--- src/rtl/lcd_ctrl.sv ---
// HD44780-style character LCD write controller: runs the power-up init sequence,
// then writes one CPU command/data byte per valid/ready handshake with exact EN timing.
module lcd_ctrl #(
  parameter int P_POWERUP_CYC   = 750000,
  parameter int P_SETUP_CYC     = 2,
  parameter int P_EN_CYC        = 12,
  parameter int P_HOLD_CYC      = 2,
  parameter int P_WAIT_CYC      = 2500,
  parameter int P_LONG_WAIT_CYC = 82000,
  parameter int P_CNT_W         = 20
) (
  input  logic       i_clk,
  input  logic       i_reset,
  input  logic       i_req_vld,
  input  logic       i_req_rs,
  input  logic [7:0] i_req_data,
  output logic       o_req_rdy,
  output logic       o_init_done,
  output logic       o_busy,
  output logic       o_lcd_on,
  output logic       o_lcd_en,
  output logic       o_lcd_rs,
  output logic       o_lcd_rw,
  output logic [7:0] o_lcd_data
);

  typedef enum logic [2:0] {
    S_POWERUP, S_LOAD, S_SETUP, S_EN_HIGH, S_HOLD, S_WAIT, S_IDLE
  } state_t;

  localparam logic [P_CNT_W-1:0] L_POWERUP   = P_CNT_W'(P_POWERUP_CYC - 1);
  localparam logic [P_CNT_W-1:0] L_SETUP     = P_CNT_W'(P_SETUP_CYC - 1);
  localparam logic [P_CNT_W-1:0] L_EN        = P_CNT_W'(P_EN_CYC - 1);
  localparam logic [P_CNT_W-1:0] L_HOLD      = P_CNT_W'(P_HOLD_CYC - 1);
  localparam logic [P_CNT_W-1:0] L_WAIT      = P_CNT_W'(P_WAIT_CYC - 1);
  localparam logic [P_CNT_W-1:0] L_LONG_WAIT = P_CNT_W'(P_LONG_WAIT_CYC - 1);
  localparam logic [P_CNT_W-1:0] L_ONE       = P_CNT_W'(1);
  localparam logic [2:0]         L_LAST_INIT = 3'd5;

  state_t             r_state;
  logic [P_CNT_W-1:0] r_cnt;
  logic [2:0]         r_idx;
  logic               r_init_done;
  logic               r_req_rdy;
  logic               r_busy;
  logic               r_lcd_on;
  logic               r_lcd_en;
  logic               r_lcd_rs;
  logic [7:0]         r_lcd_data;
  logic               r_req_rs;
  logic [7:0]         r_req_data;

  logic [7:0]         w_rom_data;
  logic               w_cnt_zero;
  logic               w_long_wait;

  // NOTE: the default arm assigns every path, so no latch is inferred.
  always_comb begin
    case (r_idx)
      3'd0, 3'd1, 3'd2: w_rom_data = 8'h38;
      3'd3:             w_rom_data = 8'h0C;
      3'd4:             w_rom_data = 8'h01;
      default:          w_rom_data = 8'h06;
    endcase
  end

  assign w_cnt_zero = (r_cnt == '0);
  // Clear (0x01) and return-home (0x02/0x03) take far longer to execute in the LCD.
  assign w_long_wait = !r_lcd_rs && (r_lcd_data[7:2] == 6'd0) && (r_lcd_data[1:0] != 2'd0);

  // NOTE: non-blocking assignments everywhere here so every register samples pre-edge values.
  always_ff @(posedge i_clk or negedge i_reset) begin
    if (!i_reset) begin
      r_state     <= S_POWERUP;
      r_cnt       <= L_POWERUP;
      r_idx       <= '0;
      r_init_done <= 1'b0;
      r_req_rdy   <= 1'b0;
      r_busy      <= 1'b0;
      r_lcd_on    <= 1'b0;
      r_lcd_en    <= 1'b0;
      r_lcd_rs    <= 1'b0;
      r_lcd_data  <= '0;
      r_req_rs    <= 1'b0;
      r_req_data  <= '0;
    end else begin
      r_lcd_on <= 1'b1;
      case (r_state)
        S_POWERUP: begin
          r_busy <= 1'b1;
          if (w_cnt_zero) r_state <= S_LOAD;
          else            r_cnt   <= r_cnt - L_ONE;
        end
        S_LOAD: begin
          r_lcd_rs   <= r_init_done ? r_req_rs   : 1'b0;
          r_lcd_data <= r_init_done ? r_req_data : w_rom_data;
          r_cnt      <= L_SETUP;
          r_state    <= S_SETUP;
        end
        S_SETUP: begin
          if (w_cnt_zero) begin
            r_lcd_en <= 1'b1;
            r_cnt    <= L_EN;
            r_state  <= S_EN_HIGH;
          end else begin
            r_cnt <= r_cnt - L_ONE;
          end
        end
        S_EN_HIGH: begin
          if (w_cnt_zero) begin
            r_lcd_en <= 1'b0;
            r_cnt    <= L_HOLD;
            r_state  <= S_HOLD;
          end else begin
            r_cnt <= r_cnt - L_ONE;
          end
        end
        S_HOLD: begin
          if (w_cnt_zero) begin
            r_cnt   <= w_long_wait ? L_LONG_WAIT : L_WAIT;
            r_state <= S_WAIT;
          end else begin
            r_cnt <= r_cnt - L_ONE;
          end
        end
        S_WAIT: begin
          if (!w_cnt_zero) begin
            r_cnt <= r_cnt - L_ONE;
          end else if (!r_init_done && r_idx != L_LAST_INIT) begin
            r_idx   <= r_idx + 3'd1;
            r_state <= S_LOAD;
          end else begin
            r_init_done <= 1'b1;
            r_req_rdy   <= 1'b1;
            r_busy      <= 1'b0;
            r_state     <= S_IDLE;
          end
        end
        S_IDLE: begin
          if (i_req_vld && r_req_rdy) begin
            r_req_rs   <= i_req_rs;
            r_req_data <= i_req_data;
            r_req_rdy  <= 1'b0;
            r_busy     <= 1'b1;
            r_state    <= S_LOAD;
          end
        end
        default: r_state <= S_POWERUP;
      endcase
    end
  end

  assign o_req_rdy   = r_req_rdy;
  assign o_init_done = r_init_done;
  assign o_busy      = r_busy;
  assign o_lcd_on    = r_lcd_on;
  assign o_lcd_en    = r_lcd_en;
  assign o_lcd_rs    = r_lcd_rs;
  assign o_lcd_rw    = 1'b0;
  assign o_lcd_data  = r_lcd_data;

endmodule

--- config.mk ---
export PLATFORM = sky130hd
export DESIGN_NAME = lcd_ctrl
export DESIGN_NICKNAME = d
export VERILOG_FILES = /design/src/rtl/lcd_ctrl.sv
export SDC_FILE = /design/constraint.sdc
export NUM_CORES = 1
export LEC_CHECK = 0
export ABC_AREA = 1
export ABC_CLOCK_PERIOD_IN_PS = 3400
export BUFFER_PORTS_ARGS = -buffer_cell sky130_fd_sc_hd__clkbuf_2
export CORE_ASPECT_RATIO = 1.1
export CORE_MARGIN = 2
export CORE_UTILIZATION = 64
export CTS_CLUSTER_SIZE = 12
export DETAILED_ROUTE_END_ITERATION = 8
export GPL_TIMING_DRIVEN = 0
export PLACE_DENSITY = 0.93
export RECOVER_POWER = 25
export SKIP_LAST_GASP = 1
export SYNTH_ARGS = -nofsm -noshare
export SYNTH_HDL_FRONTEND = slang
export SYNTH_SLANG_ARGS = --single-unit
--- constraint.sdc ---
create_clock -name i_clk -period 3.4 [get_ports i_clk]
set_input_delay 0.17 -clock i_clk [delete_from_list [all_inputs] [get_ports i_clk]]
set_output_delay 0.17 -clock i_clk [all_outputs]
set_load 0.01 [all_outputs]
# [Word level (Yosys, flattened, before mapping)]
# Cells that the tools add are included.
[op_classes] add_sub_neg=2 n_eq_ne=19 mux=28 bitwise_logic=1 n_reduce_logical=25
[op_table] operator="20-bit one-hot mux with 5 select lines" count=1
[op_table] operator="20-bit two-way mux" count=4
[op_table] operator="3-bit two-way mux" count=7
[op_table] operator="3-bit one-hot mux with 7 select lines" count=1
[op_table] operator="20-bit logical NOT" count=1
[op_table] operator="20-bit by 1-bit subtractor with 20-bit output (second input constant)" count=1
[op_table] operator="6-bit one-hot mux with 3 select lines" count=1
[op_table] operator="17-bit two-way mux" count=1
[op_table] operator="2-bit != test (second input constant)" count=8
[op_table] operator="3-bit by 2-bit == test with 1-bit output (second input constant)" count=4
[op_table] operator="3-bit == test (second input constant)" count=4
[op_table] operator="1-bit two-way mux" count=9
[op_table] operator="3-bit AND reduction" count=3
[op_table] operator="8-bit two-way mux" count=1
[op_table] operator="4-bit AND reduction" count=2
[op_table] operator="3-bit by 1-bit == test with 1-bit output (second input constant)" count=2
[op_table] operator="3-bit logical NOT" count=2
[op_table] operator="6-bit logical NOT" count=1
[op_table] operator="6-bit AND reduction" count=1
[op_table] operator="2-bit nonzero test" count=3
[op_table] operator="5-bit nonzero test" count=1
[op_table] operator="1-bit logical AND" count=4
[op_table] operator="1-bit one-hot mux with 2 select lines" count=2
[op_table] operator="2-bit AND reduction" count=2
[op_table] operator="other kinds (8)" count=9
[word_totals] register_bits=49 inputBits=12 out_inout_bits=15 word_cells=87

# [Longest topological paths before layout]
# Gate-level depths: netlist of run 1.
[logic_depth] ltp_word=6 mapped_depth=11 depth_no_buf=11

# [Least setup slack after synthesis of run 1]
# No wires, ideal clock.
[synth_path] path_type="register -> register" startpoint="reg r_cnt[0]" endpoint="reg r_state[0]" setup_time_ns=0.123 arrival_time_ns=1.446 t_required_ns=3.277 slack_ns=1.830 stages_incl_launch_ff=11 n_path_buf=0 synth_period_minus_slack_ns=1.570 cell_sequence="dfstp_2 > inv_1 > ha_1 > nand2_2 > nor2_8 > nand3_4 > nand2_4 > inv_2 > nor2_8 > o21ai_1 > o21ai_1"
[synth_via] elab_chain_len=3 word_cells_on_any_way=7 classes_between="eq/ne: 5; reduce/logical: 2"
[synth_lines] element="start, declared" line_no="41" text="logic [P_CNT_W-1:0] r_cnt;"
[synth_lines] element="start signal, assigned" line_no="92" text="else r_cnt <= r_cnt - L_ONE;"
[synth_lines] element="start signal, assigned" line_no="106" text="r_cnt <= r_cnt - L_ONE;"
[synth_lines] element="start signal, assigned" line_no="115" text="r_cnt <= r_cnt - L_ONE;"
[synth_lines] element="20-bit logical NOT *" line_no="67" text="assign w_cnt_zero = (r_cnt == '0);"
[synth_lines] element="2-bit != test (no line)"
[synth_lines] element="6-bit AND reduction (no line) *"
[synth_lines] element="end signal, assigned" line_no="74" text="r_state <= S_POWERUP;"
[synth_lines] element="end signal, assigned" line_no="91" text="if (w_cnt_zero) r_state <= S_LOAD;"
[synth_lines] element="end signal, assigned" line_no="98" text="r_state <= S_SETUP;"
[synth_lines] element="end, declared" line_no="40" text="state_t r_state;"
# Every way passes the cells marked *; elsewhere a longest branch is shown, timed or not.
# A chain may end at the register's enable or synchronous reset.

# [Worst setup path after layout of run 1]
[layout_path] startpoint="reg r_cnt[0]" endpoint="reg r_cnt[15]"
[layout_via] elab_chain_len=3 word_cells_on_any_way=9 classes_between="add/sub: 1; eq/ne: 1; mux: 5; reduce/logical: 2"
[layout_lines] element="20-bit by 1-bit subtractor with 20-bit output / 20-bit logical NOT (equally long branches)"
[layout_lines] element="20-bit two-way mux (tied with other cells)" line_no="91, 127"
[layout_lines] element="20-bit one-hot mux with 5 select lines / 2-bit AND reduction (equally long branches)"
# Several ways; a longest one is shown, not always the timed one. The select of a mux whose other input is x is not followed.

==> impl_metrics.yaml, run 1 <==
outcome:
  status: "finished clean"
setup_path:
  worstSetupPathType: "reg -> reg"
  critPathMaxStageDelay_ns: 0.38
  r2r-end: "r_cnt[15]"
  rr_startpoint: "r_cnt[0]"
  r2r_slack_ns: 1.62
  cp_max_fo: 8
  reg2reg_depth: 11
  arrival_ns: 1.99
  crit_slowest_cell: "dfstp_2"
  cp-end-kind: "register"
  worstPathRequired_ns: 3.61
  crit_chain: "inv_1 > ha_1 > nand2_2 > nor2_8 > nand2_2 > nor2_2 > nand2_2 > nand2_1 > inv_1 > nand3_1 > nand2_1"
  cpMostUsedCell: "nand2_2"
  cp-start-kind: "register"
hold_path:
  hp-start: "i_req_data[2]"
  hold_depth: 3
  min_path_type: "in -> reg"
  hold_end: "r_req_data[2]"
sta:
  hold_viol_final: 0
  min_period_over_period_pct: 52.49
  slew_headroom_pct: 21.61
  fmaxAchievable_mhz: 560.4
  setup_ws_ns: 1.615
  setup_violations: 0
  skew_ns: 0.01116
  final.min_clock_period_ns: 1.785
  worst_pin_slew_ns: 1.176
  slew_viol_final: 0
  rsz0062_at_grt: "no"
  tns_ns: 0
route:
  drtIter0Drc: 171
  vias: 2522
  drc_errors: 0
  vias_per_cell: 5.543
  routed_wl_mm: 6.303
  drtPass1Iterations: 5
  wl_per_cell_um: 13.85
  antenna_left: 0
global_route:
  grt_overflow: 0
  grt_pass1_wl_mm: 10.54
  grt_pass1_vias: 2415
  globalRouteTotalUtil_pct: 27.46
  grt_start_max_net_pins: 50
  antenna_found_initial: 0
logic_synthesis:
  synth_cell_types: 36
  synth_seq_area_share_pct: 42.75
  avgSynthCellArea_um2: 7.898
  synth_area_um2: 2907
  synth_nets: 386
  ys_seq_elements: 49
  synth_warnings: 0
  synthCells: 368
power_and_ir_drop:
  clkPwrFrac_pct: 41.5
  powerDensity_nw_per_um2: 322.2
  seq_power_share_pct: 56.7
  swShare_pct: 21.45
  internal_power_mw: 0.8096
  pwr-share-comb_pct: 1.9
  leakagePower_nw: 1.661
  ir_worst_vdd_mv: 0.2694
  power_switching_mw: 0.2211
clock_network:
  cts_setup_buffers: 0
  cts_sinks: 49
  clockBufferDepth: 2
  cts_resized: 0
  htreeDepth: 2
  clkLatencyLatePin_ns: 0.31
  cts_tree: "yes"
  path_clk_slew_ns: 0.09
  cts_made_buffers: 5
  clockRootBuffer: "clkbuf_8"
  hold_buffers: 0
die:
  die_area_um2: 5097
  die_h_um: 74.68
  core-area_um2: 4348
  start_util_pct: 66.85
  ios: 27
  row_count: 25
  die_width_um: 68.26
final_layout:
  drive_above_1_share_pct: 19.45
  syn_to_final_growth_pct: 10.07
  nFillCells: 299
  diodes: 0
  nets: 418
placed_design:
  place.gp.congestion: 0.8986
  portBuffers: 25
  dp_slack_ns: 1.644
  place_hpwl_mm: 4.547
flow_run:
  cap_violations: 0
-- cell usage after synthesis --
cell        n  share of area, %
nand3_1    28               4.8
nand3_2     3               1.0
or2_2       1              0.22
buf_2       2              0.34
xnor2_1     5               1.5
inv_1      39               5.0
nor2_8      3               2.1
nor3_1      3              0.52
nand2_4     4               1.5
buf_6       1              0.39
nor2_1     47               6.1
o22ai_1     1              0.22
a21oi_2     1              0.30
clkinv_1    1              0.13
dfrtp_1    36                31
nand2_2     7               1.5
a22oi_1     3              0.77
buf_4       2              0.52
a21oi_1     9               1.5
nand4_1     4              0.86
o21ai_1     5              0.86
nand4_4     1              0.73
ha_1        6               2.6
nand2_1    97                13
nor2_2      6               1.3
o31ai_1     2              0.52
o21ai_0    10               1.7
xor2_1      7               2.1
o211ai_1    4               1.0
inv_2       6              0.77
nand3_4     1              0.60
conb_1      2              0.26
dfstp_2    13                12
mux2_2      6               2.3
and2_1      1              0.22
a2bb2oi_1   1              0.30
-- kinds of logic after synthesis --
family                   share of synthesized area (%)
AND/OR/NAND/NOR                                  34.01
other                                           0.2584
multiplexers                                     2.324
buffers and inverters                            7.189
adder cells (fa/ha/maj)                          2.583
flip-flops                                       42.75
XOR/XNOR                                         3.616
AO/OA/AOI/OAI                                    7.275
-- registers in the layout, summed over array words and instances (netlist names) --
| signal | count |
|---|---|
| r_req_rs | 1 |
| r_cnt | 20 |
| o_req_rdy | 1 |
| o_init_done | 1 |
| r_idx | 3 |
| r_req_data | 8 |
| o_lcd_en | 1 |
| r_state | 3 |
| o_busy | 1 |
| o_lcd_on | 1 |
| o_lcd_rs | 1 |
| o_lcd_data | 8 |
-- worst max-delay path, delay by kind of cell, from the launching register on --
family                     cells  cell delay, ns
buffers and inverters          2            0.14
and+or+nand+nor                8            0.97
DFF                            1            0.38
adders and majority gates      1            0.20
-- how the worst max path moves through the flow --
stage                       to  startpoint  cells after the start
floorplan           r_state[0]    r_cnt[0]                     10
global placement     r_cnt[15]    r_cnt[0]                     11
detailed placement   r_cnt[15]    r_cnt[0]                     11
CTS                  r_cnt[15]    r_cnt[0]                     11
global route          r_cnt[4]    r_cnt[0]                     11
finish               r_cnt[15]    r_cnt[0]                     11
-- layout make-up --
type	count	area [um^2]	area share [%]
Clock buffer	5	68.82	2.151
Buffer	5	36.28	1.134
Clock inverter	3	46.29	1.447
Tap cell	54	67.56	2.112
Timing Repair Buffer	25	110.1	3.442
Inverter	46	172.7	5.397
Multi-Input combinational cell	268	1455	45.48
Sequential cell	49	1242	38.83
-- per-layer routing --
metal	share of wire (%)	global-route usage, %
met5	0	0
met4	2.5	10.67
met3	4.3	5.232
met2	51	46.93
met1	42	34.38
-- layout by cell type (no fill, tap or decap), drive strengths merged, types with 6 or more instances in the layout --
cell / instances
nand2: 108
xor2: 7
a21oi: 10
o21ai: 15
dfrtp: 36
dfstp: 13
inv: 45
nand3: 32
clkbuf: 30
mux2: 6
ha: 6
nor2: 56
-- power groups by stage --
stage | clock network, mW | logic (mW) | registers (mW)
6_report | 0.428 | 0.0192 | 0.584
5_1_grt | 0.454 | 0.0229 | 0.584
4_1_cts | 0.432 | 0.0202 | 0.584
3_5_place_dp | 0 | 0.0201 | 0.595
3_3_place_gp | 0 | 0.0197 | 0.595
2_1_floorplan | 0 | 0.00175 | 0.595
-- through the flow --
step	instances	area [um^2]	power [mW]	utilization (%)	hold WS [ns]
after detailed placement	447	3099	0.6148	71.28	0.3845
after global placement	447	3099	0.6145	71.28	0.3772
after CTS	455	3214	1.036	73.93	0.06367
after global routing	455	3199	1.061	73.58	0.08542
final	455	3199	1.031	73.58	0.06892
after floorplan	368	2907	0.5970	-	-0.1256
(Power assumes the default switching activity.)
==> run 2: changes to the inputs <==
- ABC_CLOCK_PERIOD_IN_PS: 3400 -> 1650
- CORE_UTILIZATION: 64 -> 59
- PLACE_DENSITY: 0.93 -> 0.87
- clock period: 3.4 -> 1.65 ns (I/O delays scaled with it)
==> run 2 against run 1 <==
  * Non-clock buffer count grew 25
  * Flip-flop and latch count is the same
  * Critical endpoint is now r_cnt[16]
  * Largest cell class unchanged
  * Largest power group unchanged
  * Final cell count grew 6.2%
  * The flow now finishes with violations (negative setup slack)
==> impl_metrics.yaml, run 2 (synthesized netlist as in run 1, its figures left out) <==
outcome:
  status: "finished, violations left"
  violations: "negative setup slack"
route:
  drtIter0Drc: 234
  antenna_left: 0
  routed_wl_mm: 7.316
  vias_per_cell: 5.663
  wl_per_cell_um: 15.15
  drtPass1Iterations: 5
  vias: 2735
  drc_errors: 0
placed_design:
  portBuffers: 25
  place_hpwl_mm: 4.621
  place.gp.congestion: 0.9415
  place_inst: 449
  place_area_um2: 3102
  dp_slack_ns: -0.1541
clock_network:
  path_clk_slew_ns: 0.10
  clkLatencyLatePin_ns: 0.31
  cts_sinks: 49
  htreeDepth: 2
  clockRootBuffer: "clkbuf_8"
  clockBufferDepth: 2
  cts_made_buffers: 5
  cts_tree: "yes"
sta:
  min_period_over_period_pct: 101.6
  setup_violations: 5
  setup_ws_ns: -0.02720
  fmaxAchievable_mhz: 596.2
  rsz0062_at_grt: "yes"
  slew_headroom_pct: 20.20
  final.min_clock_period_ns: 1.677
  worst_pin_slew_ns: 1.197
  hold_viol_final: 0
  slew_viol_final: 0
  skew_ns: 0.01047
final_layout:
  fin_cells: 483
  top_register: "r_cnt"
  nets: 444
  drive_above_1_share_pct: 29.98
  diodes: 0
  syn_to_final_growth_pct: 23.29
  fin_util_pct: 76.50
  largest_reg_flops: 20
  final_cell_mix: "nand2_1 (92), nor2_1 (40), inv_1 (34)"
  mostFrequentLayoutCell: "nand2_1"
  post-route-cell-area_um2: 3583
die:
  die_h_um: 77.62
  die_width_um: 70.92
  die_area_um2: 5504
  ios: 27
  start_util_pct: 62.05
  row_count: 26
  core-area_um2: 4684
hold_path:
  min_path_type: "in -> async"
setup_path:
  worstSetupPathType: "reg -> reg"
  critPathMaxStageDelay_ns: 0.42
  arrival_ns: 1.92
  reg2reg_depth: 8
  crit_chain: "nor2_1 > nand2_2 > nor2_8 > nand4_4 > buf_4 > nand4_1 > nand2_1 > nor2_1"
  cpLargestDelayFamily: "simple AND/OR/NAND/NOR gates"
  cp-end-kind: "register"
  cp_max_fo: 6
  path_buf_inv: 1
  cp-start-kind: "register"
  crit_slowest_cell: "dfrtp_1"
  worstPathRequired_ns: 1.90
  worstSetupPathDepth: 8
  cpMostUsedCell: "nor2_1"
global_route:
  grt_pass1_vias: 2488
  grt_pass1_wl_mm: 11.00
  globalRouteTotalUtil_pct: 25.10
  grt_start_max_net_pins: 50
  grt_overflow: 0
  antenna_found_initial: 0
flow_run:
  cap_violations: 0
power_and_ir_drop:
  ir_worst_vdd_mv: 0.5076
  powerDensity_nw_per_um2: 638.4
  p_total_mw: 2.288
  leakagePower_nw: 1.868
==> run 2: report_power, final <==
part,leakage [nW],internal (mW),switching [mW],total (mW)
clock network,0.0687,0.610,0.423,1.03
registers,0.572,1.20,0.000256,1.20
logic,1.23,0.0206,0.0312,0.0517
==> run 2: final timing paths <==
check / start / end / slack, ns
worst min register to register: r_cnt[1] / r_cnt[1] / 0.50
worst max register to register: r_cnt[15] / r_cnt[16] / -0.03
max in group asynchronous: i_reset / r_state[0] / 0.84
worst min-delay path: i_reset / r_cnt[4] / 0.006
worst max-delay path: r_cnt[15] / r_cnt[16] / -0.03
min in group i_clk: i_req_data[4] / r_req_data[4] / 0.01
==> run 2: routing by layer <==
metal | wire [um] | part of all wire (%) | global-route usage [%]
met1 | 2821 | 39 | 30.78
met2 | 3776 | 52 | 42.24
met3 | 399 | 5.5 | 4.935
met4 | 318 | 4.3 | 11.89
met5 | 0 | 0 | 0
==> run 2: cell type report <==
cell class                 count  area [um^2]
buffer                         5        40.04
inverter                      46        180.2
tap                           56        70.07
clock buffer                   5        68.82
clock inverter                 3        68.82
timing repair buffer          50        321.6
sequential                    49         1250
multi-input combinational    269         1584
fill                         311         1101
==> run 2: per-stage QoR <==
stage          TNS [ns]  hold WS [ns]
6_report       -0.07344      0.006093
5_1_grt          -1.248      0.004771
4_1_cts               0     0.0003817
3_5_place_dp     -1.302        0.3061
3_3_place_gp    -0.4562        0.2896
2_1_floorplan         0       -0.2131
==> run 2: timing repair <==
| item | in CTS | in global routing |
|---|---|---|
| pin swaps | 4 | 13 |
| gates cloned | 0 | 1 |
| endpoints found under the setup margin | 23 | 39 |
| buffers inserted | 2 | 17 |
| gates resized for setup | 9 | 36 |
| hold buffers | 6 | 0 |
| hold endpoints to repair | 6 | 0 |
==> run 3: changes to the inputs <==
- SKIP_LAST_GASP: 1 -> default
==> run 3 against run 2 <==
  * The flow still finishes with violations (negative setup slack)
  * Maximum frequency rose by 1.1%
  * First-iteration DRC count rose by 25%
  * Wire length rose by 1.4%
  * Worst hold slack got worse by 0.0043 ns
  * Critical endpoint is now r_cnt[17]
  * Largest cell class unchanged
==> impl_metrics.yaml, run 3 (synthesized netlist as in run 1, its figures left out) <==
outcome:
  status: "finished, violations left"
  violations: "negative setup slack"
setup_path:
  cp-end-kind: "register"
  worstPathRequired_ns: 1.89
  r2r-end: "r_cnt[17]"
  r2r_slack_ns: -0.009
  rr_startpoint: "r_cnt[15]"
  worstSetupPathType: "reg -> reg"
  cp_max_fo: 10
  cp-start-kind: "register"
  arrival_ns: 1.90
  reg2reg_depth: 8
  startpoint: "r_cnt[15]"
  critPathCapture: "r_cnt[17]"
die:
  ios: 27
  row_count: 26
  die_area_um2: 5504
  die_h_um: 77.62
  core-area_um2: 4684
  die_width_um: 70.92
  start_util_pct: 62.05
flow_run:
  cap_violations: 0
sta:
  final.min_clock_period_ns: 1.659
  hold_viol_final: 0
  min_period_over_period_pct: 100.5
  slew_headroom_pct: 18.75
  fmaxAchievable_mhz: 602.8
  tns_ns: -0.02831
  setup_violations: 4
  setup_ws_ns: -0.008988
  slew_viol_final: 0
  skew_ns: 0.01114
  worst_pin_slew_ns: 1.219
  rsz0062_at_grt: "yes"
clock_network:
  htreeDepth: 2
  cts_made_buffers: 5
  clockBufferDepth: 2
  cts_tree: "yes"
  clkLatencyLatePin_ns: 0.31
  path_clk_slew_ns: 0.10
  cts_sinks: 49
  clockRootBuffer: "clkbuf_8"
final_layout:
  fin_util_pct: 77.03
  syn_to_final_growth_pct: 24.15
  largest_reg_flops: 20
  drive_above_1_share_pct: 31.62
  final_cell_mix: "nand2_1 (86), nor2_1 (39), inv_1 (34)"
  top_register: "r_cnt"
  diodes: 0
  mostFrequentLayoutCell: "nand2_1"
  nets: 444
route:
  vias_per_cell: 5.714
  drtIter0Drc: 293
  antenna_left: 0
  routed_wl_mm: 7.420
  wl_per_cell_um: 15.36
  vias: 2760
  drc_errors: 0
  drtPass1Iterations: 6
placed_design:
  place.gp.congestion: 0.9415
  place_hpwl_mm: 4.621
  portBuffers: 25
global_route:
  grt_pass1_vias: 2488
  globalRouteTotalUtil_pct: 25.10
  antenna_found_initial: 0
  grt_pass1_wl_mm: 11.00
  grt_start_max_net_pins: 50
  grt_overflow: 0
power_and_ir_drop:
  ir_worst_vdd_mv: 0.5036
  leakagePower_nw: 1.872
  powerDensity_nw_per_um2: 634.5
hold_path:
  hold_depth: 2
  min_path_type: "in -> reg"
run 3: cell types whose count changed in the layout (fill, tap and decap cells not counted):
| cell | delta |
|---|---|
| nand2_1 | -6 |
| nand2_2 | +6 |
| inv_2 | -1 |
| inv_4 | +1 |
| nor2_1 | -1 |
| nor2_4 | +1 |
run 3: layout make-up:
type / count / area [um^2]
fillers: 303 / 1076
repair buffers: 50 / 321.6
well taps: 56 / 70.07
plain buffers: 5 / 40.04
clock buffers: 5 / 68.82
clock inverters: 3 / 68.82
multi-input cells: 269 / 1607
flip-flops and latches: 49 / 1250
inverters: 46 / 182.7
run 3: worst max-delay path, cell delays in order (launching register included):
cell and delay (ns):
dfrtp_1 0.41, nor2_1 0.20, nand2_2 0.13, nor2_8 0.18, nand4_4 0.21, nand2_4 0.16
buf_8 0.15, nand2_2 0.05, o21ai_1 0.08
run 3: per-layer routing:
metal | global-route usage (%) | wire length [um] | part of all wire, % | up-vias
met3 | 4.935 | 388 | 5.2 | 30
li1 | - | - | - | 1287
met2 | 42.24 | 3907 | 53 | 142
met1 | 30.78 | 2877 | 39 | 1301
met5 | 0 | 0 | 0 | -
met4 | 11.89 | 246 | 3.3 | 0
run 3: power by group:
part	total (mW)	leakage, nW	internal (mW)	switching, mW
Combinational	0.0522	1.23	0.0206	0.0316
Sequential	1.20	0.572	1.20	0.000257
Clock	1.03	0.0687	0.610	0.424
Total	2.29	1.87	1.83	0.456
run 3: through the flow:
stage,instances,hold slack (ns),setup WS (ns),instance area (um^2),power (mW)
after floorplan,368,-0.2131,0.08038,2907,1.230
after global placement,449,0.2896,-0.09062,3102,1.267
after detailed placement,449,0.3061,-0.1541,3102,1.267
after CTS,465,0.0003817,0.005581,3348,2.304
after global routing,483,0.004771,-0.07791,3608,2.346
final,483,0.001787,-0.008988,3608,2.290
run 3: how the worst min path moves through the flow:
stage	startpoint	end	slack (ns)
floorplan	i_reset	o_busy	-0.21
finish	i_req_data[4]	r_req_data[4]	0.002
CTS	i_req_data[4]	r_req_data[4]	0.0004
detailed placement	i_req_data[6]	r_req_data[6]	0.31
global route	i_req_data[4]	r_req_data[4]	0.005
global placement	i_req_data[6]	r_req_data[6]	0.29
run 3: timing repair:
| item | in CTS | in global routing |
|---|---|---|
| setup endpoints to repair | 23 | 39 |
| gates resized for setup | 9 | 45 |
| pin swaps | 4 | 13 |
| hold buffers | 6 | 0 |
| endpoints found under the hold margin | 6 | 0 |
| buffers inserted | 2 | 17 |
| cloned | 0 | 1 |
